===== config.mk =====
export PLATFORM = sky130hd
export DESIGN_NAME = wallace_mult_pipe_flat
export DESIGN_NICKNAME = d
export VERILOG_FILES = /design/src/rtl/wallace_mult_pipe_pkg.sv /design/src/rtl/wallace_mult_pipe_if.sv /design/src/rtl/wallace_mult_pipe_reduce.sv /design/src/rtl/wallace_mult_pipe.sv /design/src/flat_wrapper.sv
export SDC_FILE = /design/constraint.sdc
export NUM_CORES = 1
export LEC_CHECK = 0
export CAP_MARGIN = 20
export CORE_MARGIN = 3
export CORE_UTILIZATION = 40
export DETAILED_ROUTE_END_ITERATION = 8
export PLACE_DENSITY = 0.56
export SYNTH_ARGS = -nofsm -noshare
export SYNTH_HDL_FRONTEND = slang
export SYNTH_SLANG_ARGS = --single-unit

===== constraint.sdc =====
create_clock -name clk -period 5.3 [get_ports clk]
set_clock_uncertainty 0.2 [all_clocks]
set_input_delay 1.325 -clock clk [delete_from_list [all_inputs] [get_ports clk]]
set_output_delay 1.325 -clock clk [all_outputs]
set_load 0.01 [all_outputs]

===== src/rtl/wallace_mult_pipe_pkg.sv =====
// mult_pkg: shared constants and helpers for the pipelined Wallace multiplier.
//   MODE_UNSIGNED / MODE_SIGNED : values carried on signed_mode.
//   prod_width()                : product width for a given operand width.
//   bw_correction()             : Baugh-Wooley correction constant.
package mult_pkg;

   localparam logic MODE_UNSIGNED = 1'b0;
   localparam logic MODE_SIGNED   = 1'b1;

   function automatic int prod_width(input int width);
      return 2 * width;
   endfunction

   // Modified Baugh-Wooley: with the sign-row/sign-column cross terms
   // inverted, adding 2^W + 2^(2W-1) restores the exact product mod 2^(2W).
   function automatic logic [63:0] bw_correction(input int width);
      return (64'd1 << width) | (64'd1 << (2 * width - 1));
   endfunction

endpackage


===== src/rtl/wallace_mult_pipe_if.sv =====
// wallace_mult_pipe_if: operand-issue and result handshakes of the multiplier.
//   Issue side : in_valid, in_ready, A, B, signed_mode, in_tag
//   Result side: out_valid, out_ready, Z, out_tag
//   modport slave  - the multiplier itself
//   modport master - the surrounding datapath (issuer + consumer)
interface wallace_mult_pipe_if
   import mult_pkg::*;
#(
   parameter int WIDTH = 16,
   parameter int TAG_W = 4
);
   logic                             in_valid;
   logic                             in_ready;
   logic [WIDTH-1:0]                 A;
   logic [WIDTH-1:0]                 B;
   logic                             signed_mode;
   logic [TAG_W-1:0]                 in_tag;
   logic                             out_valid;
   logic                             out_ready;
   logic [prod_width(WIDTH)-1:0]     Z;
   logic [TAG_W-1:0]                 out_tag;

   modport slave (
      input  in_valid, A, B, signed_mode, in_tag, out_ready,
      output in_ready, out_valid, Z, out_tag
   );

   modport master (
      output in_valid, A, B, signed_mode, in_tag, out_ready,
      input  in_ready, out_valid, Z, out_tag
   );
endinterface


===== src/rtl/wallace_mult_pipe_reduce.sv =====
// csa_3to2     : W-bit 3:2 carry-save compressor; carry row comes out already
//                shifted to its weight (mod 2^W).
// wallace_reduce: combinational Wallace tree folding ROWS partial-product rows
//                 into a (sum, carry) pair whose total equals the row sum
//                 mod 2^(2*WIDTH).
//   pp    : partial-product rows, each pre-aligned to its weight
//   sum   : reduced sum row
//   carry : reduced carry row
module csa_3to2 #(
   parameter int W = 8
) (
   input  logic [W-1:0] x,
   input  logic [W-1:0] y,
   input  logic [W-1:0] z,
   output logic [W-1:0] sum,
   output logic [W-1:0] carry
);
   assign sum   = x ^ y ^ z;
   // Majority of the lower W-1 bits only: the top carry would fall off the row.
   assign carry = {(x[W-2:0] & y[W-2:0]) | (x[W-2:0] & z[W-2:0]) |
                   (y[W-2:0] & z[W-2:0]), 1'b0};
endmodule

module wallace_reduce
   import mult_pkg::*;
#(
   parameter  int WIDTH = 16,
   localparam int PW    = prod_width(WIDTH),
   localparam int ROWS  = WIDTH + 1
) (
   input  logic [PW-1:0] pp [ROWS],
   output logic [PW-1:0] sum,
   output logic [PW-1:0] carry
);
   // Each level turns every group of three rows into two; leftovers pass through.
   function automatic int next_rows(input int r);
      return (r / 3) * 2 + (r % 3);
   endfunction

   function automatic int rows_at(input int lvl);
      int r;
      r = ROWS;
      for (int k = 0; k < lvl; k++) r = next_rows(r);
      return r;
   endfunction

   function automatic int num_levels(input int r0);
      int r;
      int n;
      r = r0;
      n = 0;
      while (r > 2) begin
         r = next_rows(r);
         n++;
      end
      return n;
   endfunction

   localparam int NLEV = num_levels(ROWS);

   logic [PW-1:0] lvl_s [0:NLEV][0:ROWS-1];

   for (genvar k = 0; k < ROWS; k++) begin : g_in
      assign lvl_s[0][k] = pp[k];
   end

   for (genvar l = 0; l < NLEV; l++) begin : g_lvl
      localparam int R  = rows_at(l);
      localparam int G  = R / 3;
      localparam int RN = next_rows(R);
      for (genvar g = 0; g < G; g++) begin : g_csa
         csa_3to2 #(.W(PW)) u_csa (
            .x     (lvl_s[l][3*g]),
            .y     (lvl_s[l][3*g+1]),
            .z     (lvl_s[l][3*g+2]),
            .sum   (lvl_s[l+1][2*g]),
            .carry (lvl_s[l+1][2*g+1])
         );
      end
      for (genvar k = 0; k < R - 3*G; k++) begin : g_pass
         assign lvl_s[l+1][2*G+k] = lvl_s[l][3*G+k];
      end
      // Slots beyond this level's live rows are tied off.
      for (genvar k = RN; k < ROWS; k++) begin : g_zero
         assign lvl_s[l+1][k] = '0;
      end
   end

   assign sum   = lvl_s[NLEV][0];
   assign carry = lvl_s[NLEV][1];
endmodule


===== src/rtl/wallace_mult_pipe.sv =====
// wallace_mult_pipe: three-stage pipelined WIDTH x WIDTH multiplier, unsigned
// or two's-complement per transaction, with a pass-through tag.
//   clk, rst : clock and asynchronous active-high reset
//   io       : slave side of wallace_mult_pipe_if (issue + result handshakes)
// S1 holds operands, S2 holds the Wallace (sum, carry) rows, S3 holds Z.
module wallace_mult_pipe
   import mult_pkg::*;
#(
   parameter int WIDTH = 16,
   parameter int TAG_W = 4
) (
   input  logic                clk,
   input  logic                rst,
   wallace_mult_pipe_if.slave  io
);
   localparam int          PW      = prod_width(WIDTH);
   localparam int          ROWS    = WIDTH + 1;
   localparam logic [63:0] BW_CORR = bw_correction(WIDTH);

   logic             v1_r, v2_r, v3_r;
   logic             adv1_s, adv2_s, adv3_s;
   logic [WIDTH-1:0] a_r, b_r;
   logic             mode_r;
   logic [TAG_W-1:0] tag1_r, tag2_r, tag3_r;
   logic [PW-1:0]    sum_r, carry_r, z_r;
   logic [PW-1:0]    pp_s [ROWS];
   logic [PW-1:0]    sum_s, carry_s;
   logic             pp_bit_s;

   // A stage may load when it is empty or its contents move on this edge.
   assign adv3_s = !v3_r || io.out_ready;
   assign adv2_s = !v2_r || adv3_s;
   assign adv1_s = !v1_r || adv2_s;

   assign io.in_ready  = adv1_s;
   assign io.out_valid = v3_r;
   assign io.Z         = z_r;
   assign io.out_tag   = tag3_r;

   // Partial-product rows; signed mode inverts the sign cross terms and adds
   // the Baugh-Wooley correction as an extra row.
   always_comb begin
      pp_bit_s = 1'b0;
      for (int i = 0; i < ROWS; i++) pp_s[i] = '0;
      for (int i = 0; i < WIDTH; i++) begin
         for (int j = 0; j < WIDTH; j++) begin
            pp_bit_s = a_r[j] & b_r[i];
            if ((mode_r == MODE_SIGNED) && ((i == WIDTH-1) != (j == WIDTH-1))) begin
               pp_bit_s = ~pp_bit_s;
            end else begin
               pp_bit_s = pp_bit_s;
            end
            pp_s[i][i+j] = pp_bit_s;
         end
      end
      if (mode_r == MODE_SIGNED) begin
         pp_s[WIDTH] = BW_CORR[PW-1:0];
      end else begin
         pp_s[WIDTH] = '0;
      end
   end

   wallace_reduce #(.WIDTH(WIDTH)) u_reduce (
      .pp    (pp_s),
      .sum   (sum_s),
      .carry (carry_s)
   );

   // Stage S1: capture operands, mode and tag on an accepted transaction.
   always_ff @(posedge clk or posedge rst) begin
      if (rst) begin
         v1_r   <= 1'b0;
         a_r    <= '0;
         b_r    <= '0;
         mode_r <= MODE_UNSIGNED;
         tag1_r <= '0;
      end else if (adv1_s) begin
         v1_r <= io.in_valid;
         if (io.in_valid) begin
            a_r    <= io.A;
            b_r    <= io.B;
            mode_r <= io.signed_mode;
            tag1_r <= io.in_tag;
         end
      end
   end

   // Stage S2: capture the reduced carry-save pair.
   always_ff @(posedge clk or posedge rst) begin
      if (rst) begin
         v2_r    <= 1'b0;
         sum_r   <= '0;
         carry_r <= '0;
         tag2_r  <= '0;
      end else if (adv2_s) begin
         v2_r <= v1_r;
         if (v1_r) begin
            sum_r   <= sum_s;
            carry_r <= carry_s;
            tag2_r  <= tag1_r;
         end
      end
   end

   // Stage S3: final carry-propagate add; holds Z/out_tag while stalled.
   always_ff @(posedge clk or posedge rst) begin
      if (rst) begin
         v3_r   <= 1'b0;
         z_r    <= '0;
         tag3_r <= '0;
      end else if (adv3_s) begin
         v3_r <= v2_r;
         if (v2_r) begin
            z_r    <= sum_r + carry_r;
            tag3_r <= tag2_r;
         end
      end
   end
endmodule

===== src/flat_wrapper.sv =====
// flat-port wrapper written by rule: the top's interface ports become plain ports
module wallace_mult_pipe_flat import mult_pkg::*;
#(
   parameter int WIDTH = 16,
   parameter int TAG_W = 4
)
  (clk, rst, io_in_valid, io_A, io_B, io_signed_mode, io_in_tag, io_out_ready, io_in_ready, io_out_valid, io_Z, io_out_tag);
  wallace_mult_pipe_if #(.WIDTH(WIDTH), .TAG_W(TAG_W)) io_i ();
  input  logic clk;
  input  logic rst;
  input wire logic [$bits(io_i.in_valid)-1:0] io_in_valid;
  input wire logic [$bits(io_i.A)-1:0] io_A;
  input wire logic [$bits(io_i.B)-1:0] io_B;
  input wire logic [$bits(io_i.signed_mode)-1:0] io_signed_mode;
  input wire logic [$bits(io_i.in_tag)-1:0] io_in_tag;
  input wire logic [$bits(io_i.out_ready)-1:0] io_out_ready;
  output wire logic [$bits(io_i.in_ready)-1:0] io_in_ready;
  output wire logic [$bits(io_i.out_valid)-1:0] io_out_valid;
  output wire logic [$bits(io_i.Z)-1:0] io_Z;
  output wire logic [$bits(io_i.out_tag)-1:0] io_out_tag;
  assign io_i.in_valid = io_in_valid;
  assign io_i.A = io_A;
  assign io_i.B = io_B;
  assign io_i.signed_mode = io_signed_mode;
  assign io_i.in_tag = io_in_tag;
  assign io_i.out_ready = io_out_ready;
  assign io_in_ready = io_i.in_ready;
  assign io_out_valid = io_i.out_valid;
  assign io_Z = io_i.Z;
  assign io_out_tag = io_i.out_tag;
  wallace_mult_pipe #(.WIDTH(WIDTH), .TAG_W(TAG_W)) u_core (.clk(clk), .rst(rst), .io(io_i));
endmodule

==> out/metrics.yaml <==
route:
  detail_route.wl_per_cell_um: 17.1
  drtIter0Drc: 374
  finalWirelength_um: 31100
  firstDrtPassIters: 7
  ant_nets: 0
  vias_per_cell: 4.96
  num_vias: 9007
  drc: 0
finish:
  syn_to_final_growth_pct: 13.6
  fin_nets: 1696
  antenna_cells: 0
  drive_above_1_share: 0.103
  n_fill_cell: 3189
sta:
  fmax_mhz: 215
  rsz0062_at_grt: "no"
  slew_violations: 0
  finalHoldViolCount: 0
  setup_viol: 0
  tightest_slew_ns: 0.887
  maxSlewHeadroom: 0.408
  fin_crit_ns: 4.65
  setup_tns_ns: 0
  fin_crit_sh: 0.878
yosys:
  syn_nets: 1650
  synth-main-ff-cell: "dfrtp_1"
  synth_top_area_frac: 0.297
  seq_area_frac_synth: 0.254
  syn_inst: 1316
  synth_area_leaders: "fa_1 30%, dfrtp_1 25%, ha_1 8.6%, mux2_2 7.7%, nand2_1 6.3%"
  ys_types: 45
  netlist_area_mm2: 0.0135
  synth_area_leader_cell: "fa_1"
  ys_seq_elements: 137
  syn_area_per_cell_um2: 10.3
  ys_warn_count: 0
  synth_edf_count: 0
  async_flop_share: 1.00
critical_path:
  cp_common_cell: "fa_1"
  end_kind: "register"
  crit_path_start_kind: "register"
  slowest_delay_ns: 0.64
  crit_path_cell_trace: "and2_1 > fa_1 > inv_1 > fa_1 > inv_1 > fa_1 > inv_1 > fa_1 > fa_1 > inv_1 > fa_1 > mux2_2"
  cp_max_fo: 17
  crit_family: "adder cells"
  crit_arrival_ns: 4.79
  path_class: "register to register"
  crit_slowest_cell: "dfrtp_1"
  critPathBufInv: 4
  worstPathRequired_ns: 5.43
clocking:
  cts_resized: 0
  path_clk_slew_ns: 0.06
  clock_path_buffers: 2
  post_cts_buffers: 0
  postCtsHoldBufs: 0
  tritoncts: "yes"
  cts_max_level: 4
  root_buffer: "clkbuf_16"
  cts_buffers: 17
  cts.sinks: 137
  clock_latency_ns: 0.45
die:
  die_area_mm2: 0.0360
  die_w_um: 190
  core-area_mm2: 0.0329
  die_height_um: 190
  start_util: 0.410
  num_rows: 66
  num_io_pins: 79
placed_design:
  place.detailed.hpwl_um: 23600
  portBuffers: 78
  place.gp.congestion: 0.841
min_path:
  hold_path_class: "register to register"
global_routing:
  grt_pass1_vias: 9706
  grt.overflow.total: 0
  grt_pass1_wl_um: 51000
  grt_max_degree: 86
  grt_use_total: 0.183
  antenna_found_initial: 0
job:
  maxCapViolCount: 0
run_status:
  status: "finished clean"
[synth_stat cells (17+ instances only)]
cell type	n
nand2_1	225
fa_1	200
inv_1	199
dfrtp_1	137
and2_1	115
ha_1	93
mux2_2	92
clkbuf_1	50
o21ai_0	34
xnor2_1	33
a21oi_1	27
xor2_1	17
[metal layers]
metal | vias to the layer above | part of all wire | GRT usage
met5 | - | 0 | 0
met4 | 0 | 0.023 | 0.0597
met3 | 44 | 0.027 | 0.0295
met2 | 139 | 0.53 | 0.327
met1 | 4659 | 0.42 | 0.226
li1 | 4165 | - | -
[layout by cell type, fill, tap and decap left out, drive strengths merged, types with 3 or more instances in the layout]
cell type / n
xor2: 17
xnor2: 33
a31oi: 4
o2111ai: 3
nand3: 6
nand2b: 9
clkbuf: 21
a21oi: 28
dfrtp: 137
bufinv: 4
mux2: 92
a211oi: 3
clkinv: 3
nor2b: 3
nor2: 12
inv: 200
and2: 115
nand4: 5
clkdlybuf4s50: 78
o211ai: 5
fa: 200
buf: 9
o21ai: 39
ha: 93
a21o: 7
nand2: 226
[worst reg2reg max path, delay by kind of cell, from the launching register on]
kind	cells	cell delay (ns)
adders and majority gates	6	2.87
buffers and inverters	4	0.23
DFF	1	0.64
muxes	1	0.27
and+or+nand+nor	1	0.32
[flip-flops by register name, indices dropped and copies added (netlist names)]
name / flops
u_core.a_r: 16
u_core.b_r: 16
u_core.carry_r: 25
u_core.io.Z: 32
u_core.io.out_tag: 4
u_core.io.out_valid: 1
u_core.mode_r: 1
u_core.sum_r: 32
u_core.tag1_r: 4
u_core.tag2_r: 4
u_core.v1_r: 1
u_core.v2_r: 1
[through the flow]
step / cell area [µm²] / cells / utilization / setup slack [ns] / hold WS [ns]
floorplan: 13500 / 1316 / - / 0.107 / 0.233
global placement: 14700 / 1785 / 0.447 / 0.662 / 0.243
finish: 15300 / 1816 / 0.466 / 0.649 / 0.261
detailed placement: 14700 / 1785 / 0.447 / 0.630 / 0.249
global route: 15300 / 1816 / 0.466 / 0.449 / 0.277
CTS: 15300 / 1816 / 0.466 / 0.611 / 0.266
[worst paths after layout]
check	endpoint	depth (start not counted)	from	slack, ns
hold / removal	u_core.io.Z[5]	2	u_core.sum_r[5]	0.26
max in group asynchronous	u_core.carry_r[23]	3	rst	2.95
min in group asynchronous	u_core.io.Z[11]	2	rst	1.10
hold reg to reg	u_core.io.Z[5]	2	u_core.sum_r[5]	0.26
setup / recovery	u_core.sum_r[24]	12	u_core.a_r[9]	0.65
setup reg to reg	u_core.sum_r[24]	12	u_core.a_r[9]	0.65
[cell families after synthesis]
group / synth area share
simple gates: 0.135
fa+ha+maj: 0.383
buf+inv: 0.0728
flops: 0.254
compound gates: 0.0454
mux: 0.0775
xor+xnor: 0.0325
[area by class of cell]
class,count,area [µm²],area share
multi-input cells,920,9090,0.593
flip-flops and latches,137,3430,0.224
repair buffers,87,873,0.0570
well taps,442,553,0.0361
clock buffers,21,470,0.0307
clock inverters,10,166,0.0109
inverters,199,752,0.0491
Power is left out: the tool's default activity adds up to more than one toggle a clock period on the data nets, which glitch-free logic cannot reach.
